<file path="src/rtl/exe_seq_ctrl_pkg.sv">
// Shared definitions for the EXE sequencer: instruction layout, class codes, FSM encoding.
package exe_seq_ctrl_pkg;

  localparam int unsigned INSTR_W = 24;
  localparam int unsigned DATA_W  = 6;
  localparam int unsigned REG_W   = 4;
  localparam int unsigned OPER_W  = 3;
  localparam int unsigned CLS_W   = 2;

  localparam int unsigned CLS_LSB  = 22;
  localparam int unsigned OPER_LSB = 19;
  localparam int unsigned IMM_POS  = 18;
  localparam int unsigned DST_LSB  = 14;
  localparam int unsigned SRC0_LSB = 10;
  localparam int unsigned SRC1_LSB = 6;
  localparam int unsigned DATA_LSB = 0;

  typedef enum logic [CLS_W-1:0] {
    CLS_ALU  = 2'b00,
    CLS_JMP  = 2'b01,
    CLS_HALT = 2'b10,
    CLS_RSVD = 2'b11
  } cls_e;

  typedef enum logic [2:0] {
    ST_IDLE  = 3'd0,
    ST_FETCH = 3'd1,
    ST_EXEC  = 3'd2,
    ST_WB    = 3'd3,
    ST_DONE  = 3'd4
  } state_e;

  // dst doubles as the condition mask and data as the target for JMP
  typedef struct packed {
    cls_e              cls;
    logic [OPER_W-1:0] oper;
    logic              imm;
    logic [REG_W-1:0]  dst;
    logic [REG_W-1:0]  src0;
    logic [REG_W-1:0]  src1;
    logic [DATA_W-1:0] data;
  } instr_t;

  typedef struct packed {
    logic [OPER_W-1:0] oper;
    logic              imm;
    logic [REG_W-1:0]  reg0;
    logic [REG_W-1:0]  reg1;
    logic [DATA_W-1:0] data;
  } exe_ctrl_t;

  function automatic instr_t instr_decode(input logic [INSTR_W-1:0] w);
    instr_t f;
    f.cls  = cls_e'(w[CLS_LSB +: CLS_W]);
    f.oper = w[OPER_LSB +: OPER_W];
    f.imm  = w[IMM_POS];
    f.dst  = w[DST_LSB +: REG_W];
    f.src0 = w[SRC0_LSB +: REG_W];
    f.src1 = w[SRC1_LSB +: REG_W];
    f.data = w[DATA_LSB +: DATA_W];
    return f;
  endfunction

  function automatic logic jmp_taken(input logic [REG_W-1:0] mask, input logic [REG_W-1:0] flg);
    return (mask == '0) || ((mask & flg) != '0);
  endfunction

endpackage

</file>
<file path="src/rtl/exe_seq_decode.sv">
// Combinational decode of the held instruction and its branch condition.
module exe_seq_decode
  import exe_seq_ctrl_pkg::*;
(
  input  logic [INSTR_W-1:0] ir,
  input  logic [REG_W-1:0]   flg,
  output instr_t             fields,
  output logic               taken
);

  always_comb begin
    fields = instr_decode(ir);
    taken  = jmp_taken(fields.dst, flg);
  end

endmodule

</file>
<file path="src/rtl/exe_seq_ctrl.sv">
// Instruction sequencer: fetches, drives EXE controls, writes back results, handles jumps/halt.
module exe_seq_ctrl
  import exe_seq_ctrl_pkg::*;
#(
  parameter int unsigned PC_W = 6,
  parameter int unsigned IW   = 24
) (
  input  logic                     i_clk,
  input  logic                     i_rsn,
  input  logic                     i_start,
  input  logic [PC_W-1:0]          i_start_pc,
  output logic                     o_ireq,
  output logic [PC_W-1:0]          o_iaddr,
  input  logic                     i_iack,
  input  logic [IW-1:0]            i_idata,
  output logic [OPER_W-1:0]        o_oper,
  output logic                     o_imm,
  output logic [REG_W-1:0]         o_reg0,
  output logic [REG_W-1:0]         o_reg1,
  output logic signed [DATA_W-1:0] o_data,
  input  logic signed [DATA_W-1:0] i_result,
  input  logic [REG_W-1:0]         i_flag,
  output logic                     o_wen,
  output logic [REG_W-1:0]         o_reg2,
  output logic signed [DATA_W-1:0] o_data2,
  output logic                     o_busy,
  output logic                     o_done,
  output logic                     o_err
);

  state_e                   state, state_d;
  logic [PC_W-1:0]          pc, pc_d;
  logic [INSTR_W-1:0]       ir, ir_d;
  logic signed [DATA_W-1:0] res, res_d;
  logic [REG_W-1:0]         flg, flg_d;
  logic                     err_d;
  instr_t                   ir_f, nxt_f;
  logic                     taken;

  logic                     ireq_d, wen_d, busy_d, done_d;
  logic [PC_W-1:0]          iaddr_d;
  exe_ctrl_t                exe_d;
  logic [REG_W-1:0]         reg2_d;
  logic signed [DATA_W-1:0] data2_d;

  exe_seq_decode u_dec (
    .ir     (ir),
    .flg    (flg),
    .fields (ir_f),
    .taken  (taken)
  );

  // Next-state and next-output logic; outputs are registered from the upcoming state
  always_comb begin
    state_d = state;
    pc_d    = pc;
    ir_d    = ir;
    res_d   = res;
    flg_d   = flg;
    err_d   = o_err;
    nxt_f   = ir_f;

    case (state)
      ST_IDLE: begin
        if (i_start) begin
          pc_d    = i_start_pc;
          err_d   = 1'b0;
          state_d = ST_FETCH;
        end
      end
      ST_FETCH: begin
        if (i_iack) begin
          ir_d    = INSTR_W'(i_idata);
          nxt_f   = instr_decode(INSTR_W'(i_idata));
          pc_d    = pc + PC_W'(1);
          state_d = ST_EXEC;
        end
      end
      ST_EXEC: begin
        case (ir_f.cls)
          CLS_ALU: begin
            res_d   = i_result;
            flg_d   = i_flag;
            state_d = ST_WB;
          end
          CLS_JMP: begin
            if (taken) pc_d = PC_W'(ir_f.data);
            state_d = ST_FETCH;
          end
          CLS_HALT: state_d = ST_DONE;
          default: begin
            err_d   = 1'b1;
            state_d = ST_FETCH;
          end
        endcase
      end
      ST_WB:   state_d = ST_FETCH;
      ST_DONE: state_d = ST_IDLE;
      default: state_d = ST_IDLE;
    endcase

    ireq_d  = (state_d == ST_FETCH);
    iaddr_d = ireq_d ? pc_d : '0;
    exe_d   = '0;
    if (state_d == ST_EXEC && nxt_f.cls == CLS_ALU) begin
      exe_d.oper = nxt_f.oper;
      exe_d.imm  = nxt_f.imm;
      exe_d.reg0 = nxt_f.src0;
      exe_d.reg1 = nxt_f.src1;
      exe_d.data = nxt_f.data;
    end
    wen_d   = (state_d == ST_WB);
    reg2_d  = wen_d ? nxt_f.dst : '0;
    data2_d = wen_d ? res_d : '0;
    busy_d  = (state_d == ST_FETCH) || (state_d == ST_EXEC) || (state_d == ST_WB);
    done_d  = (state_d == ST_DONE);
  end

  always_ff @(posedge i_clk or negedge i_rsn) begin
    if (!i_rsn) begin
      state   <= ST_IDLE;
      pc      <= '0;
      ir      <= '0;
      res     <= '0;
      flg     <= '0;
      o_err   <= 1'b0;
      o_ireq  <= 1'b0;
      o_iaddr <= '0;
      o_oper  <= '0;
      o_imm   <= 1'b0;
      o_reg0  <= '0;
      o_reg1  <= '0;
      o_data  <= '0;
      o_wen   <= 1'b0;
      o_reg2  <= '0;
      o_data2 <= '0;
      o_busy  <= 1'b0;
      o_done  <= 1'b0;
    end else begin
      state   <= state_d;
      pc      <= pc_d;
      ir      <= ir_d;
      res     <= res_d;
      flg     <= flg_d;
      o_err   <= err_d;
      o_ireq  <= ireq_d;
      o_iaddr <= iaddr_d;
      o_oper  <= exe_d.oper;
      o_imm   <= exe_d.imm;
      o_reg0  <= exe_d.reg0;
      o_reg1  <= exe_d.reg1;
      o_data  <= exe_d.data;
      o_wen   <= wen_d;
      o_reg2  <= reg2_d;
      o_data2 <= data2_d;
      o_busy  <= busy_d;
      o_done  <= done_d;
    end
  end

endmodule

</file>
<file path="config.mk">
export PLATFORM = sky130hd
export DESIGN_NAME = exe_seq_ctrl
export DESIGN_NICKNAME = d
export VERILOG_FILES = /design/src/rtl/exe_seq_ctrl_pkg.sv /design/src/rtl/exe_seq_decode.sv /design/src/rtl/exe_seq_ctrl.sv
export SDC_FILE = /design/constraint.sdc
export NUM_CORES = 1
export LEC_CHECK = 0
export CAP_MARGIN = 40
export CORE_ASPECT_RATIO = 1.5
export CORE_UTILIZATION = 45
export CTS_CLUSTER_SIZE = 40
export DETAILED_ROUTE_END_ITERATION = 10
export HOLD_SLACK_MARGIN = 0.08
export PLACE_DENSITY = 0.79
export SKIP_CTS_REPAIR_TIMING = 1
export SYNTH_ARGS = -nofsm -noshare
export SYNTH_HDL_FRONTEND = slang
export SYNTH_SLANG_ARGS = --single-unit
export TNS_END_PERCENT = 10
</file>
<file path="constraint.sdc">
create_clock -name i_clk -period 2.09 [get_ports i_clk]
set_input_delay 0.418 -clock i_clk [delete_from_list [all_inputs] [get_ports i_clk]]
set_output_delay 0.418 -clock i_clk [all_outputs]
set_load 0.02 [all_outputs]
</file>
Word-level counts from Yosys, hierarchy flattened

Index checks and enable logic that the tools add are counted.

Reduce and logical (&&, ||, !) cells: 13
Equal/unequal tests: 11
Div/mod/pow operators: 0
Add/subtract/negate cells: 1
Bitwise operators: 1
Shifts and indexed selects: 0
Multipliers: 0
Mux-type cells: 20
$lt $le $gt $ge: 0

Operator list:

| kind                                                                   | number |
|---|---|
| 24-bit 2-to-1 mux                                                      | 2 |
| 6-bit 2-to-1 mux                                                       | 8 |
| 18-bit 2-to-1 mux                                                      | 1 |
| 6-bit case mux with 3 select lines                                     | 1 |
| 3-bit by 2-bit equality test with 1-bit output (second input constant) | 4 |
| 3-bit case mux with 4 select lines                                     | 1 |
| 6-bit by 1-bit adder with 6-bit output (second input constant)         | 1 |
| 3-bit by 1-bit equality test with 1-bit output (second input constant) | 2 |
| 3-bit 2-to-1 mux                                                       | 2 |
| 3-bit case mux with 2 select lines                                     | 1 |
| 4-bit bitwise AND                                                      | 1 |
| 2-bit zero test                                                        | 2 |
| 4-bit zero test                                                        | 1 |
| 4-bit 2-to-1 mux                                                       | 1 |
| 2-bit != test (second input constant)                                  | 2 |
| 4-bit nonzero test                                                     | 1 |
| 3-bit equality test (second input constant)                            | 1 |
| 3-bit zero test                                                        | 1 |
| 1-bit logical OR                                                       | 3 |
| 3-bit AND reduction                                                    | 1 |
| 3-bit OR reduction                                                     | 1 |
| 2-bit by 1-bit equality test with 1-bit output (second input constant) | 1 |
| 2-bit equality test (second input constant)                            | 1 |
| 1-bit 2-to-1 mux                                                       | 2 |
| 4 further kinds                                                        | 4 |

Bits in registers: 82
Memory bits (read-only): 0
Input bits: 44
Bits in latches: 0
Memories kept: 0
Bits in writable memories: 0
Output and inout bits: 39
Word-level logic and storage cells: 64

Longest topological paths before layout

Word-level depth: 7
Mapped depth: 8
Gate-level depth less buffers: 6

Modules after synthesis

Synthesis repeated with hierarchy kept, for this count alone.

Cells, all modules: 329
Area total of the unflattened synthesis: 3,323.2 sq um

Modules (own cells, without submodules):

| module         | times used | area each (sq um) | sequential area each (sq um) | cells an instance |
|---|---|---|---|---|
| exe_seq_ctrl   | 1          | 3,115.5           | 1,901.8                      | 301 |
| exe_seq_decode | 1          | 207.7             | 0.0                          | 28 |

Worst setup path after synthesis

OpenSTA, ideal clock, no wires.

Path kind: reg2reg
Start point: reg ir[15]
End point: reg o_iaddr[3]
Data arrival time: 1,807 ps
Clock period less this slack: 1,936 ps
Library setup time: 129 ps
Stages on the path, launching flop included: 6
Slack: 154 ps
Path buffers: 0
Data required time: 1,961 ps
Cell sequence: dfrtp_1 or4_4 a311oi_4 mux2_4 nand2_2 a21oi_2

Word-level cells in the longest chain between the ends: 7
Elaborated cells between the ends (all ways): 8
Those cells by class: 4 x mux; 1 x bitwise; 3 x reduce/logical

RTL lines:

| what                                   | RTL line               | source |
|---|---|---|
| from (decl)                            | exe_seq_ctrl.sv:33     | `logic [INSTR_W-1:0] ir, ir_d;` |
| from (signal assigned)                 | exe_seq_ctrl.sv:142    | `ir <= ir_d;` |
| 4-bit bitwise AND                      | exe_seq_ctrl_pkg.sv:65 | `return (mask == '0) \|\| ((mask & flg) != '0);` |
| 4-bit nonzero test                     | exe_seq_ctrl_pkg.sv:65 |  |
| 1-bit logical OR (*)                   | exe_seq_ctrl_pkg.sv:65 |  |
| 6-bit 2-to-1 mux (*)                   | exe_seq_ctrl.sv:87     | `if (taken) pc_d = PC_W'(ir_f.data);` |
| 6-bit 2-to-1 mux (*)                   | exe_seq_ctrl.sv:80     | `case (ir_f.cls)` |
| 6-bit case mux with 3 select lines (*) | exe_seq_ctrl.sv:63     | `case (state)` |
| 6-bit 2-to-1 mux (*)                   | exe_seq_ctrl.sv:103    | `iaddr_d = ireq_d ? pc_d : '0;` |
| net iaddr_d[3]                         | exe_seq_ctrl.sv:41     | `logic [PC_W-1:0] iaddr_d;` |
| to (signal assigned)                   | exe_seq_ctrl.sv:147    | `o_iaddr <= iaddr_d;` |
| to (decl)                              | exe_seq_ctrl.sv:13     | `output logic [PC_W-1:0] o_iaddr,` |

The timed path passes the listed nets; every way through them passes the cells marked *.
A chain may end at the register's enable or synchronous reset.

Worst setup path after layout

Same ends and word-level chain as after synthesis.

==> run metrics <==
max-cap violation count 0; Tcrit/Tclk final 95.0%; worst-path fanout max 10; fin nets between 300 and 400; grt met1 use 26.1%; initial antenna violation count 0; Hold WS 0.477 ns; Setup Skew 0.00645 ns; die span in y between 90 and 100 um; vias 2202; sequential share of power approximately 38%; Tot GR Track Use 22.4%; cts bufs inserted 9; GR Util met2 36.4%; top_reg_cell synth dfrtp_1; Worst-Skew Late Latency 0.33 ns; share of cells above drive strength 1 16.5%; RSZ-0062 raised after global routing false; synth top area cells dfrtp_1, and2_1, mux2_2; Final Hold Viols 0; Sw Share approximately 35%; slew margin rel. roughly 63%; worst path required time 2.30 ns; Sink Count 64; Routed Antenna Nets 0; P_int 3.28 mW; port buffer count 82; grt peak-use layer met2; DRC 0; Cell Pwr Density 1290 nW/um^2; Placer Congestion about 0.91; IO Pins 83; CTS tree yes; final global-route overflow total 0; crit-path max cell delay 0.55 ns; final cell count without fillers 412; sequential area share after synthesis 58.3%; Unique masters post-synth 51; kind of critical path register to register; outcome finished clean; core area a little under 6000 um^2; final wirelength 6450 um; CTS Buffer Depth 2; type of the most critical hold path register to register; crit path capture type register; commonest cells in the netlist dfrtp_1, and2_1, nand2_1, nor2_1, mux2_2; initial DRC count approximately 230; drt via density between 5 and 6; num rows 34; Final setup viols 0; syn_nets 282; P_sw ~1.8 mW; Synthesis Warnings 0; met3 Track Usage GR ~5.5%; DP Wirelength 4680 um; number of enable flip-flop cells after synthesis 0; H-Tree Depth 3; Syn Std Cell Area ~2700 um^2; synthesized flop and latch total 64; pin count of the biggest net entering global routing 55; die area 6420 um^2; Combinational Power Share 41.6%; Pleak 1.76 nW; diode count 0; chip width 65.8 um; asr flop ratio synth 100%; Crit path arrival time 2.20 ns; number of global-route vias before repair about 2200; Routed WL per cell about 16 um; most frequent cell after synthesis dfrtp_1; Initial Utilization 47.1%; worst path cell trace or4_4 > a311oi_4 > buf_12 > mux2_4 > nand2_2 > a21oi_2; Peak VDD IR 643 uV; Root Driver clkbuf_8; worst-margin pin slew approximately 0.55 ns; Tmin final 1.99 ns; Max stage delay cell, worst path or4_4; Clk pwr share 20.6%; clock-pin transition on the worst setup and hold timing paths approximately 0.07 ns; dpl cells 395; critical path launch point type register; Yosys top cell area share 58.3%; max-slew violation count 0; biggest area consumer among synthesized cells dfrtp_1; Pre-antenna DRT Iters 4; Syn Inst Count 237; syn_area_per_cell 11.6 um^2; Layout area overhead 43.4%; first-pass GRT wire length around 11000 um; Max Freq 504 MHz
registers in the layout, indices dropped and copies added, names as in the netlist, 3 cells and up:
name     flops
o_oper       3
o_reg0       4
o_reg2       4
pc           6
o_reg1       4
o_iaddr      6
ir          12
flg          4
state        3
o_data       6
o_data2      6
placed cells by master (no fill, tap or decap), types with 5 or more instances in the layout:
cell	netlist	routed
inv_1	5	5
dfrtp_1	64	64
clkbuf_8	2	11
clkdlybuf4s50_1	0	81
nor2_1	12	12
mux2i_1	5	5
a21oi_1	8	8
and2_1	29	29
nor2b_1	5	5
buf_4	0	16
mux2_2	11	11
nand2_1	22	22
nor3_1	7	7
critical path, delay by kind of cell, from the launching register on:
family	cells	cell delay, ns
DFF	1	0.40
buffers and inverters	1	0.17
and+or+nand+nor	2	0.64
AOI/OAI and AO/OA	2	0.36
muxes	1	0.30
cell families after synthesis:
group | Yosys count | synth area share (%)
AND/OR/NAND/NOR | 99 | 19.8
flip-flops | 64 | 58.3
AO/OA/AOI/OAI | 37 | 10.4
buffers and inverters | 19 | 4.10
multiplexers | 17 | 6.88
adder cells (fa/ha/maj) | 1 | 0.456
path summary, 6_finish.rpt:
path / start / to / slack (ns) / cells past startpoint
max in group asynchronous: i_rsn / o_iaddr[5] / 1.02 / 3
min in group asynchronous: i_rsn / o_ireq / 0.50 / 2
max: ir[15] / o_iaddr[3] / 0.10 / 6
min reg2reg: flg[3] / flg[3] / 0.48 / 2
min: flg[3] / flg[3] / 0.48 / 2
max reg2reg: ir[15] / o_iaddr[3] / 0.10 / 6
area by class of cell:
cell class | instances | area, um^2
well taps | 72 | 90.1
inverters | 5 | 18.8
multi-input cells | 154 | 1040
clock buffers | 13 | 159
flip-flops and latches | 64 | 1600
repair buffers | 101 | 986
clock inverters | 3 | 40.0
fillers | 458 | 1890
power by group through the flow:
stage | logic (mW) | clock network, mW | registers, mW
after global routing | 2.30 | 1.14 | 1.96
after global placement | 2.04 | 0 | 1.91
after CTS | 2.10 | 1.08 | 1.90
final | 2.11 | 1.05 | 1.92
after detailed placement | 2.08 | 0 | 1.93
after floorplan | 1.29 | 0 | 1.95
through the flow:
stage	area [um^2]	TNS (ns)	power [mW]	utilization [%]	setup WS [ns]
after detailed placement	3720	-0.122	4.01	63.9	-0.0562
after CTS	3920	0	5.08	67.3	0.00136
final	3940	0	5.08	67.6	0.105
after global routing	3940	0	5.40	67.6	0.0209
after floorplan	2750	0	3.24	-	0.154
after global placement	3720	-0.00390	3.95	63.9	-0.00196
per-layer routing:
metal | vias up | part of all wire [%]
met5 | - | 0
met4 | 0 | 3.4
li1 | 1020 | -
met1 | 1082 | 39
met3 | 16 | 4.6
met2 | 84 | 53
Note: power is estimated with default switching activity, not from simulation.
